$ cat src/rtl/irq_trap_ctrl_pkg.sv
// Shared machine-mode CSR definitions for the interrupt/trap controller:
// CSR addresses, interrupt cause codes, the sequencer state type and the priority pick.
package irq_trap_ctrl_pkg;

  localparam logic [11:0] CSR_MIE    = 12'h304;
  localparam logic [11:0] CSR_MEPC   = 12'h341;
  localparam logic [11:0] CSR_MCAUSE = 12'h342;
  localparam logic [11:0] CSR_MIP    = 12'h344;

  localparam logic [31:0] CAUSE_MEI = 32'h8000_000B;
  localparam logic [31:0] CAUSE_MSI = 32'h8000_0003;
  localparam logic [31:0] CAUSE_MTI = 32'h8000_0007;

  typedef enum logic [1:0] {
    ST_IDLE,
    ST_PEND,
    ST_TRAP,
    ST_RET
  } trap_state_e;

  // pend is {mei, msi, mti}; MEI outranks MSI, which outranks MTI.
  function automatic logic [31:0] pick_cause(input logic [2:0] pend);
    logic [31:0] cause;
    if (pend[2]) begin
      cause = CAUSE_MEI;
    end else if (pend[1]) begin
      cause = CAUSE_MSI;
    end else begin
      cause = CAUSE_MTI;
    end
    return cause;
  endfunction

endpackage

$ cat src/rtl/irq_sync2.sv
// Two-flop synchroniser bringing one asynchronous interrupt level into the core clock domain.
module irq_sync2 (
  input  logic clock,
  input  logic rst_in,
  input  logic async_in,
  output logic sync_out
);

  logic meta_q;
  logic sync_q;

  always_ff @(posedge clock or posedge rst_in) begin
    if (rst_in) begin
      meta_q <= 1'b0;
      sync_q <= 1'b0;
    end else begin
      meta_q <= async_in;
      sync_q <= meta_q;
    end
  end

  assign sync_out = sync_q;

endmodule

$ cat src/rtl/irq_trap_ctrl.sv
// Machine-mode interrupt arbiter and trap-entry / mret sequencer; owns mip, mepc and mcause.
// Define MTVEC_VECTORED_EN to honour vectored mtvec mode (mode bits 2'b01) for interrupt traps.
module irq_trap_ctrl
  import irq_trap_ctrl_pkg::*;
#(
  parameter logic [11:0] MEPC   = CSR_MEPC,
  parameter logic [11:0] MCAUSE = CSR_MCAUSE,
  parameter logic [11:0] MIP    = CSR_MIP
) (
  input  logic        clock,
  input  logic        rst_in,
  input  logic        meie_in,
  input  logic        mtie_in,
  input  logic        msie_in,
  input  logic        mstatus_mie_in,
  input  logic        e_irq_in,
  input  logic        t_irq_in,
  input  logic        s_irq_in,
  input  logic        retire_in,
  input  logic [31:0] next_pc_in,
  input  logic        mret_in,
  input  logic [31:0] mtvec_in,
  input  logic        trap_ack_in,
  input  logic        wr_en_in,
  input  logic [11:0] csr_addr_in,
  input  logic [31:0] data_wr_in,
  output logic        trap_req_out,
  output logic [31:0] trap_addr_out,
  output logic        mie_clear_out,
  output logic        mie_restore_out,
  output logic [31:0] mip_reg_out,
  output logic [31:0] mepc_out,
  output logic [31:0] mcause_out
);

  logic meip;
  logic mtip;
  logic msip;

  irq_sync2 u_sync_mei (
    .clock    (clock),
    .rst_in   (rst_in),
    .async_in (e_irq_in),
    .sync_out (meip)
  );

  irq_sync2 u_sync_mti (
    .clock    (clock),
    .rst_in   (rst_in),
    .async_in (t_irq_in),
    .sync_out (mtip)
  );

  irq_sync2 u_sync_msi (
    .clock    (clock),
    .rst_in   (rst_in),
    .async_in (s_irq_in),
    .sync_out (msip)
  );

  logic [2:0] pend;
  logic       irq_take;
  logic       mret_retire;

  assign pend        = {meip & meie_in, msip & msie_in, mtip & mtie_in};
  assign irq_take    = (|pend) & mstatus_mie_in;
  assign mret_retire = retire_in & mret_in;

  trap_state_e state_q;
  trap_state_e state_d;
  logic        take_trap;
  logic        enter_ret;

  always_ff @(posedge clock or posedge rst_in) begin
    if (rst_in) begin
      state_q <= ST_IDLE;
    end else begin
      state_q <= state_d;
    end
  end

  // Interrupts are level-sensitive: PEND only survives while the request is still live,
  // and an mret retiring in IDLE or PEND always wins over taking the interrupt.
  always_comb begin
    state_d   = state_q;
    take_trap = 1'b0;
    enter_ret = 1'b0;
    case (state_q)
      ST_IDLE: begin
        if (mret_retire) begin
          state_d   = ST_RET;
          enter_ret = 1'b1;
        end else if (irq_take) begin
          state_d = ST_PEND;
        end
      end
      ST_PEND: begin
        if (mret_retire) begin
          state_d   = ST_RET;
          enter_ret = 1'b1;
        end else if (!irq_take) begin
          state_d = ST_IDLE;
        end else if (retire_in) begin
          state_d   = ST_TRAP;
          take_trap = 1'b1;
        end
      end
      ST_TRAP, ST_RET: begin
        if (trap_ack_in) begin
          state_d = ST_IDLE;
        end
      end
      default: begin
        state_d = ST_IDLE;
      end
    endcase
  end

  logic wr_mepc;
  logic wr_mcause;

  always_comb begin
    wr_mepc   = 1'b0;
    wr_mcause = 1'b0;
    if (wr_en_in) begin
      case (csr_addr_in)
        MEPC:    wr_mepc = 1'b1;
        MCAUSE:  wr_mcause = 1'b1;
        MIP:     ;
        default: ;
      endcase
    end
  end

  logic [31:0] mepc_q;
  logic [31:0] mepc_d;
  logic [31:0] mcause_q;
  logic [31:0] mcause_d;
  logic        mie_clear_q;
  logic        mie_restore_q;

  // Trap entry owns both CSRs in its cycle, so a coincident software write is dropped.
  always_comb begin
    mepc_d   = mepc_q;
    mcause_d = mcause_q;
    if (take_trap) begin
      mepc_d   = next_pc_in;
      mcause_d = pick_cause(pend);
    end else begin
      if (wr_mepc) begin
        mepc_d = {data_wr_in[31:2], 2'b00};
      end
      if (wr_mcause) begin
        mcause_d = data_wr_in;
      end
    end
  end

  always_ff @(posedge clock or posedge rst_in) begin
    if (rst_in) begin
      mepc_q        <= 32'b0;
      mcause_q      <= 32'b0;
      mie_clear_q   <= 1'b0;
      mie_restore_q <= 1'b0;
    end else begin
      mepc_q        <= mepc_d;
      mcause_q      <= mcause_d;
      mie_clear_q   <= take_trap;
      mie_restore_q <= enter_ret;
    end
  end

  logic [31:0] vec_base;
  logic [31:0] trap_target;

  always_comb begin
    vec_base    = mtvec_in & 32'hFFFF_FFFC;
    trap_target = vec_base;
`ifdef MTVEC_VECTORED_EN
    if (mtvec_in[1:0] == 2'b01) begin
      trap_target = vec_base + {26'b0, mcause_q[3:0], 2'b00};
    end
`endif
    trap_addr_out = 32'b0;
    case (state_q)
      ST_TRAP: trap_addr_out = trap_target;
      ST_RET:  trap_addr_out = mepc_q;
      default: trap_addr_out = 32'b0;
    endcase
  end

  assign trap_req_out    = (state_q == ST_TRAP) || (state_q == ST_RET);
  assign mie_clear_out   = mie_clear_q;
  assign mie_restore_out = mie_restore_q;
  assign mip_reg_out     = {20'b0, meip, 3'b0, mtip, 3'b0, msip, 3'b0};
  assign mepc_out        = mepc_q;
  assign mcause_out      = mcause_q;

endmodule

$ cat config.mk
export PLATFORM = sky130hd
export DESIGN_NAME = irq_trap_ctrl
export DESIGN_NICKNAME = d
export VERILOG_FILES = /design/src/rtl/irq_trap_ctrl_pkg.sv /design/src/rtl/irq_sync2.sv /design/src/rtl/irq_trap_ctrl.sv
export SDC_FILE = /design/constraint.sdc
export NUM_CORES = 1
export LEC_CHECK = 0
export BUFFER_PORTS_ARGS = -buffer_cell sky130_fd_sc_hd__buf_4
export CORE_ASPECT_RATIO = 1.4
export CORE_MARGIN = 2
export CORE_UTILIZATION = 40
export CTS_CLUSTER_DIAMETER = 150
export CTS_CLUSTER_SIZE = 16
export DETAILED_ROUTE_END_ITERATION = 10
export PLACE_DENSITY = 0.78
export SLEW_MARGIN = 20
export SYNTH_ARGS = -nofsm -noshare
export SYNTH_HDL_FRONTEND = slang
export SYNTH_SLANG_ARGS = --single-unit
$ cat constraint.sdc
create_clock -name clock -period 3 [get_ports clock]
set_input_delay 0.3 -clock clock [delete_from_list [all_inputs] [get_ports clock]]
set_output_delay 0.3 -clock clock [all_outputs]
set_load 0.05 [all_outputs]
==> results of run 1 <==
[registers in the layout (all words and copies together), names as in the netlist]
name                 flops
u_sync_mei.sync_out      1
mepc_out                32
mie_clear_out            1
mcause_out              32
state_q                  2
u_sync_mti.sync_out      1
mie_restore_out          1
u_sync_mti.meta_q        1
u_sync_mei.meta_q        1
u_sync_msi.sync_out      1
u_sync_msi.meta_q        1
[critical path, delay by kind of cell, from the launching register on]
kind,cells,cell delay (ns)
flip-flops,1,0.44
AND/OR/NAND/NOR,4,1.17
buffers and inverters,2,0.50
[cells in the mapped netlist (2+ instances only)]
cell / count
sky130_fd_sc_hd__nand2_1: 131
sky130_fd_sc_hd__dfrtp_1: 74
sky130_fd_sc_hd__nor2_1: 63
sky130_fd_sc_hd__a31oi_1: 32
sky130_fd_sc_hd__buf_4: 32
sky130_fd_sc_hd__mux2i_1: 30
sky130_fd_sc_hd__a21oi_1: 28
sky130_fd_sc_hd__buf_2: 15
sky130_fd_sc_hd__clkbuf_1: 14
sky130_fd_sc_hd__nand3_1: 5
sky130_fd_sc_hd__and3_1: 3
sky130_fd_sc_hd__buf_1: 3
sky130_fd_sc_hd__inv_1: 3
sky130_fd_sc_hd__nand2b_1: 3
sky130_fd_sc_hd__or4_1: 3
sky130_fd_sc_hd__nand3b_1: 2
[layer usage]
metal  vias up  global-route usage  part of all wire
met4         0               0.123             0.036
met3        32              0.0575             0.068
met5         -                   0                 0
met1      1858               0.285              0.36
met2       184               0.408              0.53
li1       1840                   -                 -
[worst paths after layout]
| kind | slack (ns) | from | to | cells past startpoint |
|---|---|---|---|---|
| max reg2reg | 0.81 | state_q[1] | mepc_out[0] | 6 |
| max in group asynchronous | 2.16 | rst_in | mcause_out[29] | 3 |
| min | 0.08 | t_irq_in | u_sync_mti.meta_q | 1 |
| max | 0.81 | state_q[1] | mepc_out[0] | 6 |
| min reg2reg | 0.35 | u_sync_mei.meta_q | u_sync_mei.sync_out | 0 |
| min in group asynchronous | 0.13 | rst_in | mepc_out[28] | 2 |
[cell families after synthesis]
logic type,share of synthesized area
and+or+nand+nor,0.229
DFF,0.487
buffers and inverters,0.106
AOI/OAI and AO/OA,0.0993
muxes,0.0789
other,0.000986
[cell type report]
cell class / count / area share
Sequential cell: 74 / 0.327
Timing Repair Buffer: 230 / 0.307
Multi-Input combinational cell: 338 / 0.295
Clock buffer: 12 / 0.0435
Tap cell: 110 / 0.0243
Inverter: 3 / 0.00199
Clock inverter: 1 / 0.000883
[where the power goes]
| part | internal (mW) | switching [mW] | leakage [nW] |
|---|---|---|---|
| combinational | 0.656 | 1.48 | 1.89 |
| sequential | 1.23 | 0.205 | 0.940 |
| clock | 0.567 | 0.377 | 0.124 |
| total | 2.45 | 2.06 | 2.95 |
[through the flow]
| step | instance area, um2 | hold slack [ns] | util | worst slack (ns) | instances |
|---|---|---|---|---|---|
| after floorplan | 3910 | 0.331 | - | 0.818 | 480 |
| after global placement | 5410 | 0.333 | 0.579 | 0.870 | 755 |
| after detailed placement | 5410 | 0.344 | 0.579 | 0.811 | 755 |
| after CTS | 5670 | 0.0665 | 0.606 | 0.798 | 768 |
| after global routing | 5670 | 0.0600 | 0.606 | 0.652 | 768 |
| final | 5670 | 0.0802 | 0.606 | 0.808 | 768 |
==> run summary, run 1 <==
=====================================================================================
Outcome                                                                  finished clean
Number of vias in the routed layout                                              3914
Post-synthesis to final-layout area growth                                      48.9%
Total routed wirelength                                                      12700 um
Total negative slack                                                             0 ns
Share of final-layout standard cells stronger than drive strength 1             0.375
Element type at the critical path start                                          flop
Largest net degree at the start of global routing                                  39
# DRC                                                                               0
Type of the tightest min-delay check                                     input pin to flop
ANT cells                                                                           0
Top cells by area in the synthesized netlist                             sky130_fd_sc_hd__dfrtp_1 (49%), sky130_fd_sc_hd__nand2_1 (13%), sky130_fd_sc_hd__mux2i_1 (7.9%), sky130_fd_sc_hd__buf_4 (6.3%), sky130_fd_sc_hd__nor2_1 (6.2%)
Number of clock buffers inserted by TritonCTS                                       9
Max Clock Skew                                                             0.00437 ns
Die span in y                                                                  119 um
Highest attainable clock frequency                                          0.456 GHz
Clock tree from TritonCTS                                                       built
Transition time at the pin with the least slew margin                        0.831 ns
Routed length per placed instance                                             16.5 um
Clock insertion delay at the later pin of the skew report                     0.33 ns
Die Footprint                                                              0.0103 mm2
GR Util All Layers                                                              0.243
Number of H-tree levels                                                             3
Area of the core                                                          0.00935 mm2
RSZ-0062 raised after global routing                                            false
Mean post-synth cell area                                                    8.42 um2
Data arrival time of the worst path                                           2.46 ns
Count of hold buffers inserted by post-cts repair                                   0
Top-area cell type share of the netlist area                                    0.487
Final Slew Violations                                                               0
Number of antenna violations at the first check in global routing                   0
Most prevalent standard cell on the critical path                        sky130_fd_sc_hd__nand2_1
Synthesized instance count                                                        452
Total design power                                                            4.52 mW
Total power per unit cell area                                             797 mW/mm2
Filler instances                                                                  848
Number of enable flip-flop cells after synthesis                                    0
Count of TritonRoute iterations in the first routing pass                           5
Critical path peak fanout                                                          28
Endpoint kind of the worst setup timing path                                     flop
Most used cells in the layout excluding fill and tap cells               sky130_fd_sc_hd__buf_4 (229), sky130_fd_sc_hd__nand2_1 (131), sky130_fd_sc_hd__dfrtp_1 (73)
Initial Util                                                                    0.407
Placer's final routability congestion estimate                                  0.845
CTS root buffer                                                          sky130_fd_sc_hd__clkbuf_16
Crit path required time                                                       3.27 ns
Area used by multi-input combinational logic                              0.00167 mm2
Storage element area                                                      0.00185 mm2
First-pass GRT wire length                                                   19300 um
Cell Rows                                                                          42
Antenna violation net count after detailed routing                                  0
Critical setup path kind                                                 flop to flop
Leading register cell type out of synthesis                              sky130_fd_sc_hd__dfrtp_1
Number of global-route vias before repair                                        3870
Total of flip-flops plus latches after synthesis                                   74
Chip Width                                                                    86.4 um
Max capacitance violation total                                                     0
Vias/cell                                                                        5.10
# Post-CTS Setup Buffers                                                            0
Number of top-level pins                                                          252
Count of distinct cell types in the synthesized netlist                            27
Mapped cell area                                                          0.00380 mm2
Most frequent standard cell in the layout excluding fill and tap cells   sky130_fd_sc_hd__buf_4
Net total in the final layout                                                     777
Final HPWL DP                                                                 9390 um
Delay of the slowest cell on the worst path                                   0.82 ns
Number of input and output port buffers inserted                                  220
Fraction of registers with async set/reset                                       1.00
Cell accounting for the most synthesized area                            sky130_fd_sc_hd__dfrtp_1
Leakage power of the design                                                   2.95 nW
Number of warning messages in the yosys log                                         0
Iter 0 DRT Violations                                                             230
Max Buffers Root-to-Sink                                                            2
Portion of the post-synthesis area used by sequential elements                  0.487
Minimum clock period after layout                                             2.19 ns
Total congestion overflow                                                           0
Relative max-transition margin                                                  0.445
Post-CTS sizing                                                                     0
Slowest cell on the critical path                                        sky130_fd_sc_hd__or4_2
Maximum VDD drop                                                           0.000456 V
Worst-path clk slew                                                           0.06 ns
Count of endpoints failing hold in the final timing report                          0
Number of clock sinks                                                              74
Number of setup violations in the final report                                      0
Critical path, cell by cell                                              nand2b_1, or4_2, inv_1, buf_4, nand2_1, nand2_1
Period utilisation layout                                                       0.731
=====================================================================================
Power figures use the tool's default switching activity.
==> run 2: changes to the inputs <==
- CORE_UTILIZATION: 40 -> 38
- clock period: 3 -> 1.9 ns (I/O delays scaled with it)
==> run 2 against run 1 <==
The flow now finishes with violations (hold timing). Clock-buffer cell count did not move. Final cell count rose by 5.7%. Sequential cell count did not move. Clock power rose by 100%. Combinational power rose by 62%. First-iteration DRC count fell by 11%. Sequential share of layout area fell by 1.8 points. Utilization rose by 0.37 points. Sequential power rose by 58%. Power rose by 69%. Highest routed layer unchanged.
==> run summary, run 2 (synthesized netlist as in run 1, its figures left out) <==
=====================================================================================
Outcome                                                                  finished, violations left
Violated checks                                                           hold timing
Maximum VDD drop                                                           0.000975 V   +110%
Leakage power of the design                                                   3.07 nW   +4.1%
Max capacitance violation total                                                     0   unchanged
Critical path peak fanout                                                          34   +21%
Total negative slack                                                             0 ns   unchanged
Data arrival time of the worst path                                           1.63 ns   -0.83 ns
Register share of total power                                                   0.297   -0.020
Final Slew Violations                                                               0   unchanged
Clock insertion delay at the later pin of the skew report                     0.33 ns   about the same
Transition time at the pin with the least slew margin                        0.508 ns   -0.323 ns
Initial Util                                                                    0.386   -0.0203
Highest attainable clock frequency                                          0.548 GHz
Final standard cell area without fillers                                  0.00600 mm2   +5.9%
Period utilisation layout                                                       0.961
Count of TritonRoute iterations in the first routing pass                           4   -1
Number of H-tree levels                                                             3   unchanged
Number of setup violations in the final report                                      0   unchanged
Iter 0 DRT Violations                                                             205   -11%
Antenna violation net count after detailed routing                                  0   unchanged
Instance area after placement                                             0.00561 mm2   +3.7%
RSZ-0062 raised after global routing                                            false
Area used by multi-input combinational logic                              0.00173 mm2   +3.1%
Number of clock sinks                                                              74   unchanged
Number of clock buffers inserted by TritonCTS                                       9   unchanged
Number of antenna violations at the first check in global routing                   0   unchanged
Crit path required time                                                       1.71 ns   -1.56 ns
Filler instances                                                                  861   +1.5%
GR Util All Layers                                                              0.230   -0.0133
Portion of total power attributed to combinational logic                        0.454   -0.020
Number of input and output port buffers inserted                                  220   unchanged
Storage element area                                                      0.00185 mm2   unchanged
Clock tree from TritonCTS                                                       built
Max Clock Skew                                                             0.00552 ns   +0.00115 ns
Net total in the final layout                                                     793   +2.1%
Switching portion of total power                                                0.440   -0.0170
Placer's final routability congestion estimate                                  0.913   +8.0%
CTS root buffer                                                          sky130_fd_sc_hd__clkbuf_16
Final core utilization                                                          0.609   +0.00368
Number of top-level pins                                                          252   unchanged
Max Buffers Root-to-Sink                                                            2   unchanged
Minimum clock period after layout                                             1.82 ns
Area of the core                                                          0.00985 mm2   +5.3%
Total congestion overflow                                                           0   unchanged
Endpoint kind of the worst setup timing path                              output port
Final HPWL DP                                                                 9840 um   +4.8%
Largest net degree at the start of global routing                                  39   unchanged
Most frequent standard cell in the layout excluding fill and tap cells   sky130_fd_sc_hd__buf_4
Vias/cell                                                                        4.93   -3.2%
Sw Pwr                                                                        3.35 mW   +62%
Total power per unit cell area                                            1270 mW/mm2   +59%
Element type at the critical path start                                          flop
Die span in y                                                                  122 um   +2.5%
Most used cells in the layout excluding fill and tap cells               sky130_fd_sc_hd__buf_4 (239), sky130_fd_sc_hd__nand2_1 (131), sky130_fd_sc_hd__dfrtp_1 (73)
Internal Pwr Total                                                            4.27 mW   +74%
Die Footprint                                                              0.0108 mm2   +5.0%
Number of vias in the routed layout                                              4006   +2.4%
# DRC                                                                               0   unchanged
Part of the total power dissipated in the clock network                         0.249   +0.040
Share of final-layout standard cells stronger than drive strength 1             0.421   +0.0456
Count of endpoints failing hold in the final timing report                          6   +6
Total routed wirelength                                                      12700 um   -0.34%
Worst-path clk slew                                                           0.06 ns   about the same
Chip Width                                                                    88.6 um   +2.5%
Type of the tightest min-delay check                                     input pin to asynchronous set/reset pin
Cell Rows                                                                          43   +2.4%
Relative max-transition margin                                                  0.662   +0.216
ANT cells                                                                           0   unchanged
Post-synthesis to final-layout area growth                                      57.7%
Critical setup path kind                                                 flop to output port
Routed length per placed instance                                             15.6 um   -5.7%
Number of global-route vias before repair                                        3884   +0.36%
First-pass GRT wire length                                                   19000 um   -1.7%
Worst hold-check slack                                                    -0.00450 ns   -0.0847 ns
=====================================================================================
==> run 2: worst max-delay path, stage by stage (launching register included) <==
cell,delay [ns]
sky130_fd_sc_hd__dfrtp_2,0.37
sky130_fd_sc_hd__clkbuf_8,0.36
sky130_fd_sc_hd__mux2i_1,0.31
sky130_fd_sc_hd__nor2_2,0.05
sky130_fd_sc_hd__buf_4,0.20
==> run 2: through the flow <==
| step | cells | power, mW | setup WS, ns |
|---|---|---|---|
| 2_1_floorplan | 480 | 4.61 | 0.0511 |
| 3_3_place_gp | 792 | 5.67 | 0.0551 |
| 3_5_place_dp | 792 | 5.75 | 0.00347 |
| 4_1_cts | 811 | 7.66 | 0.00349 |
| 5_1_grt | 812 | 7.93 | 0.00885 |
| 6_report | 812 | 7.62 | 0.0750 |
==> run 2: final cells by class <==
cell class | count | share of cell area
Tap cell | 135 | 0.0282
Timing Repair Buffer | 246 | 0.316
Clock buffer | 12 | 0.0444
Inverter | 3 | 0.00250
Clock inverter | 4 | 0.0121
Multi-Input combinational cell | 338 | 0.288
Sequential cell | 74 | 0.309
==> run 2: power by group through the flow <==
stage | clock [mW] | sequential [mW] | combinational, mW
final | 1.90 | 2.26 | 3.46
after global routing | 2.00 | 2.31 | 3.62
after CTS | 1.93 | 2.26 | 3.47
after detailed placement | 0 | 2.28 | 3.46
after global placement | 0 | 2.27 | 3.40
after floorplan | 0 | 3.43 | 1.19
==> run 2: path summary, 6_finish.rpt <==
kind,from,endpoint,slack [ns],cells past startpoint
worst max-delay path,state_q[0],trap_addr_out[7],0.08,4
worst min-delay path,rst_in,mepc_out[0],-0.005,3
worst max register to register,u_sync_msi.sync_out,mcause_out[17],0.14,6
worst min register to register,u_sync_mei.meta_q,u_sync_mei.sync_out,0.36,0
max in group asynchronous,rst_in,state_q[0],1.52,3
min in group clock,next_pc_in[0],mepc_out[0],0.05,3
==> run 2: repair_timing <==
| item | 4_1_cts | 5_1_grt |
|---|---|---|
| hold endpoints to repair | 3 | 0 |
| setup endpoints to repair | 22 | 52 |
| gates cloned | 0 | 0 |
| pin swaps | 0 | 1 |
| hold buffers | 3 | 0 |
| gates resized for setup | 1 | 2 |
| buffers inserted | 0 | 1 |
==> run 2: metal layers <==
metal,global-route usage,vias to the layer above,wire (um)
li1,-,1871,-
met1,0.257,1898,4510
met2,0.408,197,6770
met3,0.0451,40,839
met4,0.113,0,536
met5,0,-,0
